File: src/rtl/pipeline_run_ctrl.sv
// Run/step/halt sequencer for the DLX pipeline: run-mode control, load-use
// hazard bubbles, HALT drain sequencing and cycle/stall counters.
module pipeline_run_ctrl #(
    parameter int DRAIN_CYCLES = 4,
    parameter int CNT_W        = 32
) (
    input  logic             clk,
    input  logic             i_reset,
    input  logic             i_start,
    input  logic             i_mode,
    input  logic             i_step_req,
    input  logic             i_halt_instr,
    input  logic             i_idex_memRead,
    input  logic [4:0]       i_idex_rt,
    input  logic [4:0]       i_ifid_rs,
    input  logic [4:0]       i_ifid_rt,
    output logic             o_step,
    output logic             o_stall,
    output logic             o_pc_write,
    output logic             o_ifid_write,
    output logic             o_halted,
    output logic             o_busy,
    output logic [2:0]       o_state,
    output logic [CNT_W-1:0] o_cycle_count,
    output logic [CNT_W-1:0] o_stall_count
);

    // state     | meaning
    // IDLE      | waiting for i_start, pipeline frozen
    // RUN       | continuous execution
    // STEP_WAIT | single-step mode, frozen until i_step_req
    // STEP_EXEC | single advancing cycle in step mode
    // DRAIN     | HALT decoded, retiring in-flight instructions
    // HALTED    | program finished, sticky until reset
    typedef enum logic [2:0] {
        S_IDLE      = 3'd0,
        S_RUN       = 3'd1,
        S_STEP_WAIT = 3'd2,
        S_STEP_EXEC = 3'd3,
        S_DRAIN     = 3'd4,
        S_HALTED    = 3'd5
    } state_t;

    localparam int DW = (DRAIN_CYCLES > 2) ? $clog2(DRAIN_CYCLES) : 1;
    localparam logic [DW-1:0] DRAIN_LOAD = DW'(DRAIN_CYCLES - 1);

    state_t           r_state;
    state_t           w_next;
    logic [DW-1:0]    r_drain_cnt;
    logic             w_drain_load;
    logic             w_adv;
    logic             w_haz;
    logic [CNT_W-1:0] r_cycle_count;
    logic [CNT_W-1:0] r_stall_count;

    assign w_adv = (r_state == S_RUN) || (r_state == S_STEP_EXEC) || (r_state == S_DRAIN);
    assign w_haz = i_idex_memRead && (i_idex_rt != 5'd0) &&
                   ((i_idex_rt == i_ifid_rs) || (i_idex_rt == i_ifid_rt));

    // o_step depends on the state register only
    assign o_step        = !w_adv;
    assign o_stall       = w_adv && w_haz && ((r_state == S_RUN) || (r_state == S_STEP_EXEC));
    assign o_pc_write    = w_adv && !o_stall && (r_state != S_DRAIN);
    assign o_ifid_write  = o_pc_write;
    assign o_halted      = (r_state == S_HALTED);
    assign o_busy        = w_adv || (r_state == S_STEP_WAIT);
    assign o_state       = r_state;
    assign o_cycle_count = r_cycle_count;
    assign o_stall_count = r_stall_count;

    always_comb begin
        w_next       = r_state;
        w_drain_load = 1'b0;
        case (r_state)
            S_IDLE: begin
                if (i_start) w_next = i_mode ? S_STEP_WAIT : S_RUN;
            end
            S_RUN: begin
                if (i_halt_instr && !o_stall) begin
                    w_next       = S_DRAIN;
                    w_drain_load = 1'b1;
                end
            end
            S_STEP_WAIT: begin
                if (i_step_req) w_next = S_STEP_EXEC;
            end
            S_STEP_EXEC: begin
                // a stalled HALT stays in IF/ID and is seen again next step
                if (i_halt_instr && !o_stall) begin
                    w_next       = S_DRAIN;
                    w_drain_load = 1'b1;
                end else begin
                    w_next = S_STEP_WAIT;
                end
            end
            S_DRAIN: begin
                if (r_drain_cnt == '0) w_next = S_HALTED;
            end
            S_HALTED: w_next = S_HALTED;
            default:  w_next = S_IDLE;
        endcase
    end

    always_ff @(posedge clk) begin
        if (i_reset) begin
            r_state       <= S_IDLE;
            r_drain_cnt   <= '0;
            r_cycle_count <= '0;
            r_stall_count <= '0;
        end else begin
            r_state <= w_next;
            if (w_drain_load)
                r_drain_cnt <= DRAIN_LOAD;
            else if ((r_state == S_DRAIN) && (r_drain_cnt != '0))
                r_drain_cnt <= r_drain_cnt - DW'(1);
            if (w_adv)
                r_cycle_count <= r_cycle_count + CNT_W'(1);
            if (o_stall)
                r_stall_count <= r_stall_count + CNT_W'(1);
        end
    end

endmodule

File: config.mk
export PLATFORM = sky130hd
export DESIGN_NAME = pipeline_run_ctrl
export DESIGN_NICKNAME = d
export VERILOG_FILES = /design/src/rtl/pipeline_run_ctrl.sv
export SDC_FILE = /design/constraint.sdc
export NUM_CORES = 1
export LEC_CHECK = 0
export CAP_MARGIN = 20
export CELL_PAD_IN_SITES_DETAIL_PLACEMENT = 0
export CELL_PAD_IN_SITES_GLOBAL_PLACEMENT = 1
export CORE_AREA = 8 8 110 112
export CTS_CLUSTER_SIZE = 8
export DETAILED_ROUTE_END_ITERATION = 10
export DIE_AREA = 0 0 118 120
export PLACE_DENSITY_LB_ADDON = 0.15
export SLEW_MARGIN = 40
export SYNTH_ARGS = -nofsm -noshare
export SYNTH_HDL_FRONTEND = slang
export SYNTH_SLANG_ARGS = --single-unit
File: constraint.sdc
create_clock -name clk -period 2.1 [get_ports clk]
set_clock_uncertainty 0.1 [all_clocks]
set_input_delay 0.315 -clock clk [delete_from_list [all_inputs] [get_ports clk]]
set_output_delay 0.315 -clock clk [all_outputs]
set_load 0.03 [all_outputs]
==> results.cfg, run 1 <==
[logic_synthesis]
synthCells = 427
synthArstFlopShare = 0
netlist_area_um2 = 3550
synth-warning-count = 0
synth_top_cell_area_share = 0.389
avgSynthCellArea_um2 = 8.32
yosys-top-cells-area = dfxtp_1 39%, or4_1 5.7%, a21oi_1 5.4%
synth_cell_type_count = 44
ys_top_cells_by_count = 69 x dfxtp_1, 40 x nor2_1, 38 x a21oi_1
ys.flop_type = dfxtp_1
synth_area_leader_cell = dfxtp_1
synth_fp_nets = 452
synth_edf_count = 0
ys_seq_area_frac = 0.389
yosysMostFrequentCell = dfxtp_1
synth-seq-cells = 69

[clock_network]
cts_inserted_buffers = 9
clock_latency_ps = 350
cts.sinks = 69
htree_levels = 3
path_clk_slew_ps = 80
cts_tree = done
clk_path_buf_depth = 2
postCtsHoldBufs = 0
cts-root-buf = clkbuf_8

[sta]
setup_viol = 0
worstMarginPinSlew_ps = 413
min_period_ps = 2060
grt_setup_unrepaired = no
maxSlewViolCount = 0
final_hold_viol_count = 0
fin_crit_sh = 0.979
worst_slack_ps = 44.1
slew_headroom = 0.725
fmax_mhz = 486

[critical_path]
path_class = in -> out
cp_max_fo = 2
regToRegStartpoint = o_state[0]
worst_ep_arrival_time_ps = 1640
required_ps = 1680
crit_path_start_kind = input pin
crit_start = i_idex_rt[1]
end_kind = output port

[detailed_routing]
drtPass1Iterations = 4
vias_per_cell = 5.15
vias = 3599
postRouteAntennaNets = 0
wire_per_inst_um = 15.1
drt-total-wl_um = 10600
drcViolationCount = 0
drtIter0Drc = 183

[final_layout]
n_antenna_cell = 0
area_growth_pct = 48.8
final_net_count = 579
drive_gt1_frac = 0.199

[die]
fp.dieH_um = 120
start_util = 0.338
io_pins = 95
rows = 38
die-area_um2 = 14200
die_w_um = 118
coreArea_um2 = 10500

[outcome]
status = complete, no violations

[pwr]
p_seq_frac = 0.458
p_comb_frac = 0.133
static-leakage-power_nw = 1.77
power_per_cell_area_nw_per_um2 = 560
p_int_w = 0.00217
sw_frac_of_total = 0.268
ir_drop_uv = 286
switching_power_w = 0.000792
finalPower_w = 0.00296
clock_power_share = 0.409

[flow_run]
max_cap_viol_count = 0

[grt]
grt_overflow_total = 0
grt_pass1_wl_um = 17300
grt_pass1_vias = 3492
grt_max_degree = 57
antenna_found_initial = 0
grt_usage = 0.147

[min_path]
worstHoldStart = i_reset
hp-class = in -> reg

[placement]
gp_congestion = 0.725
portBuffers = 94
dp_slack_ps = -629
dpl.hpwl_um = 7410
flip-flops by register name (all words and copies together) (netlist names):
name,flops
o_state,3
r_drain_cnt,2
o_stall_count,32
o_cycle_count,32
worst paths after layout:
kind / end / slack [ps] / cells past startpoint
worst max-delay path: o_pc_write / 40 / 6
worst max register to register: o_stall_count[16] / 120 / 6
worst min register to register: o_stall_count[22] / 390 / 2
worst min-delay path: o_cycle_count[2] / 270 / 2
critical path: stages:
cell	delay [ps]
clkdlybuf4s15_1	190
or4_4	550
o21a_1	230
nand2b_4	80
and2_4	150
buf_6	130
power groups by stage:
stage | Sequential, W | Combinational (W) | Clock, W
floorplan | 0.00140 | 0.000208 | 0
global placement | 0.00139 | 0.000379 | 0
detailed placement | 0.00139 | 0.000380 | 0
CTS | 0.00136 | 0.000382 | 0.00125
global route | 0.00136 | 0.000425 | 0.00130
finish | 0.00135 | 0.000394 | 0.00121
cell families after synthesis:
kind of cell	share of synthesized area
AOI/OAI and AO/OA	0.154
adders and majority gates	0.0106
buffers and inverters	0.0430
DFF	0.389
and+or+nand+nor	0.292
muxes	0.0183
xor gates and xnor gates	0.0937
through the flow:
stage	hold WS, ps	util	setup TNS (ps)	instance area, um2	std cells
after floorplan	322	-	0	3590	427
after global placement	376	0.469	-12790	4930	679
after detailed placement	384	0.469	-14330	4930	679
after CTS	265	0.493	0	5180	697
after global routing	299	0.503	0	5290	699
final	273	0.503	0	5290	699
area by class of cell:
type / instances / area [um2]
multi-input cells: 320 / 2130
clock buffers: 10 / 128
inverters: 14 / 52.6
well taps: 140 / 175
fillers: 1033 / 5220
repair buffers: 140 / 1320
clock inverters: 6 / 87.6
flip-flops and latches: 69 / 1400
layer usage:
metal	global-route usage	up-vias	wire, um
li1	-	1810	-
met1	0.176	1720	4870
met2	0.237	57	4930
met3	0.0498	12	591
met4	0.0649	0	176
met5	0	-	0
cells in the final DEF (no fill, tap or decap), types with 3 or more instances in the layout:
master           instances
a21oi_1                 35
a21oi_2                  3
and3_1                   4
and4_1                   3
buf_4                   43
buf_6                    3
clkbuf_8                 9
clkdlybuf4s50_1         72
dfxtp_1                 56
dfxtp_2                 13
dlygate4sd2_1           14
ha_1                     3
inv_1                   14
nand2_1                 24
nand2b_1                 4
nand3_1                 17
nand4_1                 11
nor2_1                  39
nor2b_1                  3
nor3_1                  10
nor3_2                   5
nor4_1                   8
o2111ai_1                3
o211ai_1                 3
o21ai_0                 14
o31ai_1                 25
or3_1                    9
or4_1                   22
or4_4                    5
xnor2_1                 21
xor2_1                  17
what timing repair did:
item                                    4_1_cts  5_1_grt
resized for setup                            33       17
pin swaps                                    10       10
buffers inserted                              2        1
cloned                                        0        1
endpoints found under the setup margin       31       29
No activity file was read; power rests on OpenSTA's default activity.
==> run 2, diff against run 1 <==
- GPL_ROUTABILITY_DRIVEN: not set -> 0
==> results of run 2 <==
Same layout as run 1: the final DEF is identical, and so are final timing and power.
==> run 3, diff against run 2 <==
- clock period: 2.1 -> 1.98 ns (I/O delays scaled with it)
==> results.cfg, run 3 (synthesized netlist as in run 1, its figures left out) <==
[critical_path]
r2r-end = o_stall_count[27]
end_kind = output port
worst_path_largest_cell_delay_ps = 550
crit_path_cell_trace = buf_2 -> or4_4 -> o21a_4 -> nand2b_4 -> and2_4 -> buf_6
path_class = in -> out
critPathBufInv = 2
ff2ff_setup_slack_ps = 100
critPathTopFamily = simple AND/OR/NAND/NOR gates
worst_ep_arrival_time_ps = 1540
crit_path_start_kind = input pin
cp_max_fo = 3
required_ps = 1580
ff2ff_path_depth = 7
regToRegStartpoint = o_stall_count[9]
crit_path_top_delay_cell = or4_4

[grt]
grt_overflow_total = 0
grt_max_degree = 31
grt_usage = 0.151
antenna_found_initial = 0
met3_usage = 0.0484
globalRouteMet2Util = 0.258
grt_pass1_wl_um = 18000
top_usage_layer = met2
use_met1 = 0.178
grt_pass1_vias = 3721

[pwr]
clock_power_share = 0.392
switching_power_w = 0.000830
p_seq_frac = 0.455
finalPower_w = 0.00310
static-leakage-power_nw = 1.93
ir_drop_uv = 310
sw_frac_of_total = 0.268
power_per_cell_area_nw_per_um2 = 560
p_int_w = 0.00227
p_comb_frac = 0.153

[sta]
grt_setup_unrepaired = yes
setup_viol = 0
final_hold_viol_count = 0
whs_ps = 331
fin_crit_sh = 0.980
maxSlewViolCount = 0
min_period_ps = 1940
worstMarginPinSlew_ps = 572
slew_headroom = 0.619
fmax_mhz = 515

[final_layout]
drive_gt1_frac = 0.260
utilization = 0.527
multi_input_area_um2 = 2180
layout_commonest_cell = clkdlybuf4s50_1
fill_cells = 1005
final_net_count = 598
fin_cells = 718
n_antenna_cell = 0
area_growth_pct = 55.9
regArea_um2 = 1430
finalInstanceArea_um2 = 5540
final_cell_mix = 71 x clkdlybuf4s50_1, 60 x buf_4, 43 x dfxtp_1

[detailed_routing]
drtIter0Drc = 131
vias_per_cell = 5.09
wire_per_inst_um = 14.8
drt-total-wl_um = 10600
postRouteAntennaNets = 0
drtPass1Iterations = 4
drcViolationCount = 0
vias = 3653

[outcome]
status = complete, no violations

[die]
fp.dieH_um = 120
die_w_um = 118
coreArea_um2 = 10500
start_util = 0.338
io_pins = 95
rows = 38
die-area_um2 = 14200

[placement]
placed_area_um2 = 5090
dpl.hpwl_um = 7510
portBuffers = 94
dp_cells = 692

[clock_network]
cts.sinks = 69
htree_levels = 3
cts_tree = done
clock_latency_ps = 330
clk_path_buf_depth = 2
path_clk_slew_ps = 80
cts_inserted_buffers = 9
postCtsHoldBufs = 0
cts-root-buf = clkbuf_8

[min_path]
hold_end = o_cycle_count[3]
holdPathStages = 2
hp-class = in -> reg
worstHoldStart = i_reset

[flow_run]
max_cap_viol_count = 0
## run 3: cell types whose count changed in the layout (fill, tap and decap cells not counted), sizes merged
cell | previous run | this run
clkdlybuf4s50 | 72 | 71
bufbuf | 0 | 1
buf | 49 | 72
dlygate4sd2 | 14 | 6
dlymetal6s2s | 0 | 1
clkdlybuf4s15 | 3 | 5
bufinv | 2 | 1
inv | 14 | 15
clkinv | 4 | 2
clkbuf | 12 | 15
## run 3: worst max path at each step
stage / startpoint / to / slack, ps / cells after the start
floorplan: o_state[2] / o_cycle_count[26] / -50 / 7
global placement: i_idex_rt[3] / o_pc_write / -430 / 8
detailed placement: i_idex_rt[3] / o_pc_write / -470 / 8
CTS: o_state[1] / o_state[1] / 7 / 1
global route: i_ifid_rs[2] / o_stall_count[15] / -5 / 8
finish: i_idex_rt[3] / o_pc_write / 40 / 6
## run 3: stage by stage
stage	setup TNS, ps	setup WS [ps]
final	0	39.4
after global routing	-15.0	-5.07
after CTS	0	7.02
after detailed placement	-15520	-469
after global placement	-13900	-434
after floorplan	-179	-46.6
## run 3: power groups by stage
stage / sequential (W) / clock [W] / combinational, W
floorplan: 0.00147 / 0 / 0.000223
global placement: 0.00145 / 0 / 0.000427
detailed placement: 0.00145 / 0 / 0.000435
CTS: 0.00141 / 0.00125 / 0.000466
global route: 0.00141 / 0.00132 / 0.000518
finish: 0.00141 / 0.00122 / 0.000475
## run 3: routing by layer
layer | wire [um] | vias up
met5 | 0 | -
met3 | 667 | 10
met4 | 108 | 0
met2 | 5220 | 75
met1 | 4640 | 1715
li1 | - | 1853
## run 3: final cells by class
| class | instances | area share |
|---|---|---|
| clock buffers | 12 | 0.0282 |
| clock inverters | 4 | 0.00971 |
| inverters | 14 | 0.00949 |
| multi-input cells | 320 | 0.394 |
| flip-flops and latches | 69 | 0.259 |
| well taps | 140 | 0.0316 |
| repair buffers | 159 | 0.268 |
## run 3: what timing repair did
item / 4_1_cts / 5_1_grt
gates cloned: 2 / 0
buffers inserted: 6 / 2
gates resized for setup: 40 / 30
pin swaps: 10 / 9
endpoints found under the setup margin: 35 / 28
## run 3: worst reg2reg max path, cell delays in order, from the launching register on
cell,delay (ps)
dfxtp_2,360
nand4_4,140
nor4_4,260
buf_4,190
buf_4,130
nand4_1,100
or4_1,410
a21oi_1,140
